**src/rtl/mult_pkg.sv**
```systemverilog
// Shared constants and radix-4 Booth helpers for the signed 32x32 multiplier.
package mult_pkg;

  localparam int OP_W     = 32;
  localparam int PROD_W   = 64;
  localparam int NUM_PP   = 17;
  localparam int NUM_ROWS = NUM_PP + 2;
  localparam int NUM_LVL  = 6;

  // Folded sign-extension constant: -(2^32 + 2^34 + ... + 2^62) mod 2^64
  localparam logic [PROD_W-1:0] SIGN_FIX = 64'hAAAA_AAAB_0000_0000;

  typedef struct packed {
    logic neg;
    logic one;
    logic two;
  } booth_digit_t;

  function automatic booth_digit_t booth_encode(input logic [2:0] bits);
    booth_digit_t d;
    case (bits)
      3'b000, 3'b111: d = booth_digit_t'(3'b000);
      3'b001, 3'b010: d = booth_digit_t'(3'b010);
      3'b011:         d = booth_digit_t'(3'b001);
      3'b100:         d = booth_digit_t'(3'b101);
      3'b101, 3'b110: d = booth_digit_t'(3'b110);
      default:        d = booth_digit_t'(3'b000);
    endcase
    return d;
  endfunction

  function automatic int csa_rows(input int lvl);
    int n;
    n = NUM_ROWS;
    for (int l = 0; l < lvl; l++) begin
      n = (n / 3) * 2 + (n % 3);
    end
    return n;
  endfunction

endpackage

```
**src/rtl/booth_pp_gen.sv**
```systemverilog
// One radix-4 Booth digit encoder and its 33-bit partial-product row.
module booth_pp_gen
  import mult_pkg::*;
(
  input  logic [2:0]      triplet,
  input  logic [OP_W-1:0] multiplicand,
  output logic [OP_W:0]   row,
  output logic            neg
);

  booth_digit_t    digit_s;
  logic [OP_W:0]   mag_s;
  logic [OP_W:0]   sel_s;

  // Select 0/B/2B at 33 bits so -2*(-2^31) cannot overflow; the row's sign is
  // flipped to feed the constant-prefix sign-extension scheme.
  always_comb begin
    digit_s = booth_encode(triplet);
    if (digit_s.one) begin
      mag_s = {multiplicand[OP_W-1], multiplicand};
    end else if (digit_s.two) begin
      mag_s = {multiplicand, 1'b0};
    end else begin
      mag_s = '0;
    end
    if (digit_s.neg) begin
      sel_s = ~mag_s;
    end else begin
      sel_s = mag_s;
    end
    row = {~sel_s[OP_W], sel_s[OP_W-1:0]};
    neg = digit_s.neg;
  end

endmodule

```
**src/rtl/top_mult32.sv**
```systemverilog
// Two-stage signed 32x32->64 multiplier: operand registers, Booth rows,
// carry-save tree and final adder, then the product register.
module top_mult32
  import mult_pkg::*;
(
  input  logic              clk,
  input  logic              rst_n,
  input  logic [OP_W-1:0]   multiplier,
  input  logic [OP_W-1:0]   multiplicand,
  output logic [PROD_W-1:0] product
);

  logic [OP_W-1:0]   a_r;
  logic [OP_W-1:0]   b_r;
  logic [OP_W+2:0]   a_ext_s;
  logic [OP_W:0]     row_s [NUM_PP];
  logic [NUM_PP-1:0] neg_s;
  logic [PROD_W-1:0] corr_s;
  logic [PROD_W-1:0] sum_s;
  logic [PROD_W-1:0] tree_s [NUM_LVL+1][NUM_ROWS];

  assign a_ext_s = {a_r[OP_W-1], a_r[OP_W-1], a_r, 1'b0};

  for (genvar j = 0; j < NUM_PP; j++) begin : g_pp
    booth_pp_gen u_pp (
      .triplet      (a_ext_s[2*j+2 -: 3]),
      .multiplicand (b_r),
      .row          (row_s[j]),
      .neg          (neg_s[j])
    );
    assign tree_s[0][j] = {{(PROD_W-OP_W-1){1'b0}}, row_s[j]} << (2*j);
  end

  // Gather the +1 corrections of the negated rows into one sparse row
  always_comb begin
    corr_s = '0;
    for (int j = 0; j < NUM_PP; j++) begin
      corr_s[2*j] = neg_s[j];
    end
  end

  assign tree_s[0][NUM_PP]   = corr_s;
  assign tree_s[0][NUM_PP+1] = SIGN_FIX;

  for (genvar l = 0; l < NUM_LVL; l++) begin : g_lvl
    localparam int N_IN  = csa_rows(l);
    localparam int N_GRP = N_IN / 3;
    localparam int N_REM = N_IN % 3;
    localparam int N_OUT = 2 * N_GRP + N_REM;
    for (genvar g = 0; g < N_GRP; g++) begin : g_csa
      assign tree_s[l+1][2*g]   = tree_s[l][3*g] ^ tree_s[l][3*g+1] ^ tree_s[l][3*g+2];
      assign tree_s[l+1][2*g+1] = ((tree_s[l][3*g]   & tree_s[l][3*g+1]) |
                                   (tree_s[l][3*g]   & tree_s[l][3*g+2]) |
                                   (tree_s[l][3*g+1] & tree_s[l][3*g+2])) << 1;
    end
    for (genvar r = 0; r < N_REM; r++) begin : g_pass
      assign tree_s[l+1][2*N_GRP+r] = tree_s[l][3*N_GRP+r];
    end
    for (genvar z = N_OUT; z < NUM_ROWS; z++) begin : g_zero
      assign tree_s[l+1][z] = '0;
    end
  end

  assign sum_s = tree_s[NUM_LVL][0] + tree_s[NUM_LVL][1];

  // Operand and product registers; rst_n is active-high and asynchronous
  always_ff @(posedge clk or posedge rst_n) begin
    if (rst_n) begin
      a_r     <= '0;
      b_r     <= '0;
      product <= '0;
    end else begin
      a_r     <= multiplier;
      b_r     <= multiplicand;
      product <= sum_s;
    end
  end

endmodule

```
**config.mk**
```make
export PLATFORM = sky130hd
export DESIGN_NAME = top_mult32
export DESIGN_NICKNAME = d
export VERILOG_FILES = /design/src/rtl/mult_pkg.sv /design/src/rtl/booth_pp_gen.sv /design/src/rtl/top_mult32.sv
export SDC_FILE = /design/constraint.sdc
export NUM_CORES = 2
export LEC_CHECK = 0
export BUFFER_PORTS_ARGS = -buffer_cell sky130_fd_sc_hd__clkbuf_2
export CAP_MARGIN = 20
export CELL_PAD_IN_SITES_DETAIL_PLACEMENT = 0
export CELL_PAD_IN_SITES_GLOBAL_PLACEMENT = 1
export CORE_ASPECT_RATIO = 1.2
export CORE_UTILIZATION = 51
export DETAILED_ROUTE_END_ITERATION = 10
export PLACE_DENSITY = 0.87
export SYNTH_ARGS = -nofsm -noshare
export SYNTH_HDL_FRONTEND = slang
export SYNTH_SLANG_ARGS = --single-unit
```
**constraint.sdc**
```tcl
create_clock -name clk -period 9.2 [get_ports clk]
set_input_delay 0 -clock clk [delete_from_list [all_inputs] [get_ports clk]]
set_output_delay 0 -clock clk [all_outputs]
set_load 0.01 [all_outputs]
```
After elaboration in Yosys (flattened, before gate mapping)
Memory sizes are Yosys's and may differ from the RTL's. Cells that the tools add are included.

Flip-flop bits (word level): 128. Bits in read-only memories: 408. Output and inout bits: 64. Word-level logic and storage cells: 222. Memories: 17.

Add/subtract/negate cells: 1. Multiplexer cells: 51. Bitwise logic cells: 150.

Memories: (no name shown) (words 8, width 3, read ports 1, clocked after Yosys merged registers in 0, write ports 0, RTL line mult_pkg.sv:21) `case (bits)`; (no name shown) (words 8, width 3, read ports 1, clocked after Yosys merged registers in 0, write ports 0, RTL line mult_pkg.sv:21); (no name shown) (words 8, width 3, read ports 1, clocked after Yosys merged registers in 0, write ports 0, RTL line mult_pkg.sv:21); (no name shown) (words 8, width 3, read ports 1, clocked after Yosys merged registers in 0, write ports 0, RTL line mult_pkg.sv:21); (no name shown) (words 8, width 3, read ports 1, clocked after Yosys merged registers in 0, write ports 0, RTL line mult_pkg.sv:21); (no name shown) (words 8, width 3, read ports 1, clocked after Yosys merged registers in 0, write ports 0, RTL line mult_pkg.sv:21); 11 more memories.

Operators with widths (number): two-way mux 33 bit (48); AND 63 bit (12); bitwise OR 63 bit (11); inverter 33 bit (16); bitwise XOR 64 bit (6); bitwise OR 63 x 62 -> 63 bit (3); bitwise XOR 62 x 64 -> 64 bit (2); bitwise XOR 63 x 64 -> 64 bit (2); AND 62 x 63 -> 63 bit (2); AND 63 x 33 -> 63 bit (2); AND 51 x 62 -> 62 bit (2); bitwise OR 61 bit (2); AND 44 x 50 -> 50 bit (2); bitwise OR 50 bit (2); two-way mux 32 bit (3); bitwise OR 43 bit (2); adder 64 bit (1); bitwise XOR 64 x 33 -> 64 bit (1); AND 50 x 62 -> 62 bit (1); AND 61 x 62 -> 62 bit (1); bitwise OR 61 x 62 -> 62 bit (1); bitwise OR 62 bit (1); bitwise XOR 51 x 62 -> 62 bit (1); bitwise XOR 61 x 62 -> 62 bit (1); 62 further kinds (77).

Logic depth before layout (Yosys ltp)
An unclocked memory read counts as a cell.

Depth after elaboration: 25. Gate-level depth with buffers: 28. Mapped depth without buffers: 26.

Modules after synthesis
A second synthesis with hierarchy kept.

Cells, all modules: 4158. Area, all modules: 39357.7 um2.

By module, submodules not included: top_mult32 (times used 1, cells each 1973, area each 20759.9 um2, sequential area each 3203.1 um2); booth_pp_gen (g_pp[0].u_pp ...) (times used 9, cells each 129, area each 1091.0 um2, sequential area each 0.0 um2); booth_pp_gen (g_pp[2].u_pp ...) (times used 8, cells each 128, area each 1097.3 um2, sequential area each 0.0 um2).

Least setup slack after synthesis
Ideal clock, no wire load.

Kind: register -> register. Start point: register a_r[1]. End point: register product[52]. Setup time: 0.104 ns. Arrival: 6.944 ns. Data required time: 9.096 ns. Path slack: 2.152 ns. Cell stages (with the launch flop): 28. Path through: dfrtp_1 clkbuf_1 inv_1 clkbuf_1 ha_1 clkbuf_1 nor2_1 clkbuf_1 a22oi_1 xnor2_1 fa_1 inv_1 fa_1 fa_1 fa_1 fa_1 fa_1 inv_1 ha_1 buf_2 a21oi_1 o211ai_1 a41oi_2 a21oi_1 a2bb2oi_4 a21oi_2 or4b_1 o311ai_1.

Cells in the longest elaborated chain, start to end: 25. Elaborated cells between the ends (all ways): 78. Classes of those cells: add/sub (1); mux (6); bitwise (69); memory (2).

Ends and longest elaborated chain: from (decl) (RTL line top_mult32.sv:13) `logic [OP_W-1:0] a_r;`; from (signal assigned) (RTL line top_mult32.sv:73) `a_r <= multiplier;`; memory (8 x 3 bit); two-way mux 33 bit (RTL line booth_pp_gen.sv:21) `end else if (digit_s.two) begin`; two-way mux 33 bit (RTL line booth_pp_gen.sv:19) `if (digit_s.one) begin`; inverter 33 bit (RTL line booth_pp_gen.sv:27) `sel_s = ~mag_s;`; two-way mux 33 bit (RTL line booth_pp_gen.sv:26) `if (digit_s.neg) begin`; inverter 1 bit (RTL line booth_pp_gen.sv:31) `row = {~sel_s[OP_W], sel_s[OP_W-1:0]};`; AND 33 x 35 -> 35 bit or AND 33 x 37 -> 37 bit (tied branches) (RTL line top_mult32.sv:52, top_mult32.sv:53); bitwise OR 35 x 37 -> 37 bit (RTL line top_mult32.sv:52) `assign tree_s[l+1][2*g+1] = ((tree_s[l][3*g] & tree_s[l][3*g+1]) |`; [... 10 more ...]; AND 63 bit (RTL line top_mult32.sv:52); bitwise OR 63 bit (RTL line top_mult32.sv:52); bitwise OR 63 bit (RTL line top_mult32.sv:53) `(tree_s[l][3*g] & tree_s[l][3*g+2]) |`; AND 63 bit (RTL line top_mult32.sv:52); bitwise OR 63 bit (RTL line top_mult32.sv:52); bitwise OR 63 bit (RTL line top_mult32.sv:53); adder 64 bit (*) (RTL line top_mult32.sv:64) `assign sum_s = tree_s[NUM_LVL][0] + tree_s[NUM_LVL][1];`; named net sum_s[52] (RTL line top_mult32.sv:19) `logic [PROD_W-1:0] sum_s;`; to (signal assigned) (RTL line top_mult32.sv:75) `product <= sum_s;`; to (decl) (RTL line top_mult32.sv:10) `output logic [PROD_W-1:0] product`.

Mark *: on every way through the listed nets, which the timed path passes. The rest lies on a longest branch.

Final worst setup path
Start point: register a_r[11]. End point: register product[56].

Cells in the longest elaborated chain, start to end: 24. Elaborated cells between the ends (all ways): 93. Classes of those cells: add/sub (1); mux (6); bitwise (84); memory (2).

Ends and longest elaborated chain (RTL line): memory (8 x 3 bit); two-way mux 33 bit (booth_pp_gen.sv:21); two-way mux 33 bit (booth_pp_gen.sv:19); inverter 33 bit (booth_pp_gen.sv:27); two-way mux 33 bit (booth_pp_gen.sv:26); inverter 1 bit (booth_pp_gen.sv:31); AND 39 x 43 -> 43 bit, or another cell as far along (top_mult32.sv:53); bitwise OR 41 x 43 -> 43 bit or bitwise OR 47 x 49 -> 49 bit (tied branches) (top_mult32.sv:52); [... 9 more ...]; AND 63 bit (on tied branches) (top_mult32.sv:52, top_mult32.sv:53); bitwise OR 63 bit (top_mult32.sv:52); bitwise OR 63 bit (top_mult32.sv:53); AND 63 bit (top_mult32.sv:52); bitwise OR 63 bit (top_mult32.sv:52); bitwise OR 63 bit (top_mult32.sv:53); adder 64 bit (*) (top_mult32.sv:64); named net sum_s[56] (top_mult32.sv:19).

Marks and branches as above.

==> results.ini <==
[outcome]
status=completed

[clocking]
cts_root_buffer=clkbuf_16
cts_buffers=17
cts_buffer_depth=2
clock_latency_ns=0.51
clk_pin_slew_ns=0.08
cts_tree=done
cts.sinks=128
cts_resized=0
htree_levels=4

[placed_design]
gp_congestion=0.964
io_buffers=129
post-dp-hpwl_um=76700

[sta]
tightest_slew_ns=1.25
setup_violations=0
period_minus_slack_ns=8.42
relSlewSlack_pct=16.8
tns_ns=0
rsz0062_at_grt=false
final-hold-violation-count=0
finalMaxSlewViolations=0
finalCritPeriodShare_pct=91.6
worst_clock_skew_ns=0.0146
fmax_mhz=119

[cells_and_area]
nets=4077
drive_gt1_share_pct=9.51
area_delta_synth_final_pct=8.79

[worst_setup_path]
r2r_end=product[56]
worstPathMaxFanout=20
r2r_cells=22
arrival_ns=8.84
end_kind=flop
reg2reg_slack_ns=0.78
startpoint_type=flop
cp.required_ns=9.62
worstReg2RegStart=a_r[11]
path_class=reg2reg

[floorplanning]
start_util_pct=51.8
rows=97
fp.coreArea_mm2=0.0587
io_pins=130
die_h_um=270
dieArea_mm2=0.0607
die_x_um=225

[grt]
antenna_found_initial=1
grt_max_degree=68
grt_usage_pct=34.6
grt.overflow.total=0
grt_pass1_wl_um=158000
grt_pass1_vias=27500

[synthesis]
ys_top_cells_by_area=fa_1, ha_1, a22oi_1
synthFlopType=dfrtp_1
synth_cells=3290
synth_top_area_share_pct=27.8
synth_area_mm2=0.0304
yosys-top-cells-count=inv_1, a22oi_1, fa_1
yosys_warnings=0
syn_nets=4068
synth_top_area_cell=fa_1
async_reset_ff_share_pct=100
ys_ff_latch=128
yosysSeqAreaShare_pct=10.5
synthMostInstantiatedCell=inv_1
postSynthAreaPerCell_um2=9.25
synth_edf_count=0
ys_types=75

[worst_hold_path]
min_to=b_r[23]
min_path_cells=2
hp-class=in2reg
worst_hold_startpoint=multiplicand[23]

[drt]
drt-total-wl_um=104000
num_vias=25800
ant_nets=0
drc=0
drt-pass1-iter-count=7
drtIter0Drc=2803
routedWlPerCell_um=25.2
via_per_inst=6.29

[flow_run]
maxCapViolations=0

registers in the layout (all words and copies together), names as in the netlist:
register and cells:
b_r 32, product 64, a_r 32
worst max path at each step:
stage | startpoint | to | slack [ns] | depth (start not counted)
3_3_place_gp | a_r[11] | product[61] | 1.15 | 23
4_1_cts | a_r[11] | product[56] | 0.97 | 22
3_5_place_dp | a_r[11] | product[60] | 1.02 | 22
5_1_grt | a_r[11] | product[56] | 0.51 | 22
6_report | a_r[11] | product[56] | 0.78 | 22
2_1_floorplan | a_r[1] | product[52] | 2.15 | 27
routing by layer:
metal  share of wire, %  vias up  GRT usage, %
met5                  0        -             0
met4                9.8        0          30.8
met3                7.7      511          6.72
met2                 49     1503          56.8
met1                 34    12900          37.7
li1                   -    10900             -
cell type report:
type                       instances  area, um^2
fill                            5312       25600
multi-input combinational       2358       24300
sequential                       128        3210
timing repair buffer             287        2070
inverter                         507        1910
tap                              792         991
clock buffer                      17         425
clock inverter                    15         191
antenna                            1        2.50
stage by stage:
step	worst slack [ns]	instance area [um^2]	cells	util, %	hold slack [ns]
2_1_floorplan	2.15	30400	3290	-	0.0314
3_3_place_gp	1.15	31700	4003	54.0	0.108
3_5_place_dp	1.02	31800	4004	54.1	0.110
4_1_cts	0.973	33000	4101	56.2	0.0894
5_1_grt	0.512	33100	4104	56.4	0.122
6_report	0.776	33100	4105	56.4	0.128
layout by cell type, fill, tap and decap left out, types with 53 or more instances in the layout:
master / netlist / routed
inv_1: 505 / 504
dlygate4sd3_1: 0 / 65
fa_1: 423 / 423
nand2_1: 97 / 97
a21oi_1: 100 / 100
dfrtp_1: 128 / 126
ha_1: 289 / 289
xnor2_1: 178 / 178
a22oi_1: 466 / 466
xor2_1: 389 / 389
buf_4: 0 / 89
clkbuf_2: 0 / 129
nor2_1: 77 / 53
logic make-up (layout without fill, tap and decap cells):
| logic type | Yosys count | after routing | share of synthesized area (%) |
|---|---|---|---|
| buffers and inverters | 804 | 826 | 9.97 |
| AO/OA/AOI/OAI | 776 | 776 | 18.5 |
| adder cells (fa/ha/maj) | 712 | 712 | 39.7 |
| XOR/XNOR | 567 | 567 | 16.3 |
| AND/OR/NAND/NOR | 285 | 285 | 4.39 |
| flip-flops | 128 | 128 | 10.5 |
| multiplexers | 18 | 18 | 0.596 |
| other | 0 | 1 | 0 |
timing repair:
action	CTS	global route
setup buffers	0	0
hold buffers	65	0
endpoints found under the setup margin	0	0
hold endpoints to repair	130	0
worst max-delay path, cell delays in order (launching register included):
cell and delay [ns]:
dfrtp_1 0.68, inv_1 0.28, ha_1 0.38, nor2_2 0.58, buf_4 0.43, a22oi_1 0.13
xor2_1 0.20, fa_1 0.58, fa_1 0.46, fa_1 0.57, fa_1 0.44, fa_1 0.49
fa_1 0.64, inv_1 0.07, ha_1 0.46, nand3_1 0.15, nand4_1 0.12, a41oi_1 0.15
nor3_1 0.57, nand3_4 0.19, a211oi_1 0.40, nor4b_1 0.11, nor3_1 0.24
Power is left out: the tool's default activity adds up to more than one toggle a clock period on the data nets, which glitch-free logic cannot reach.
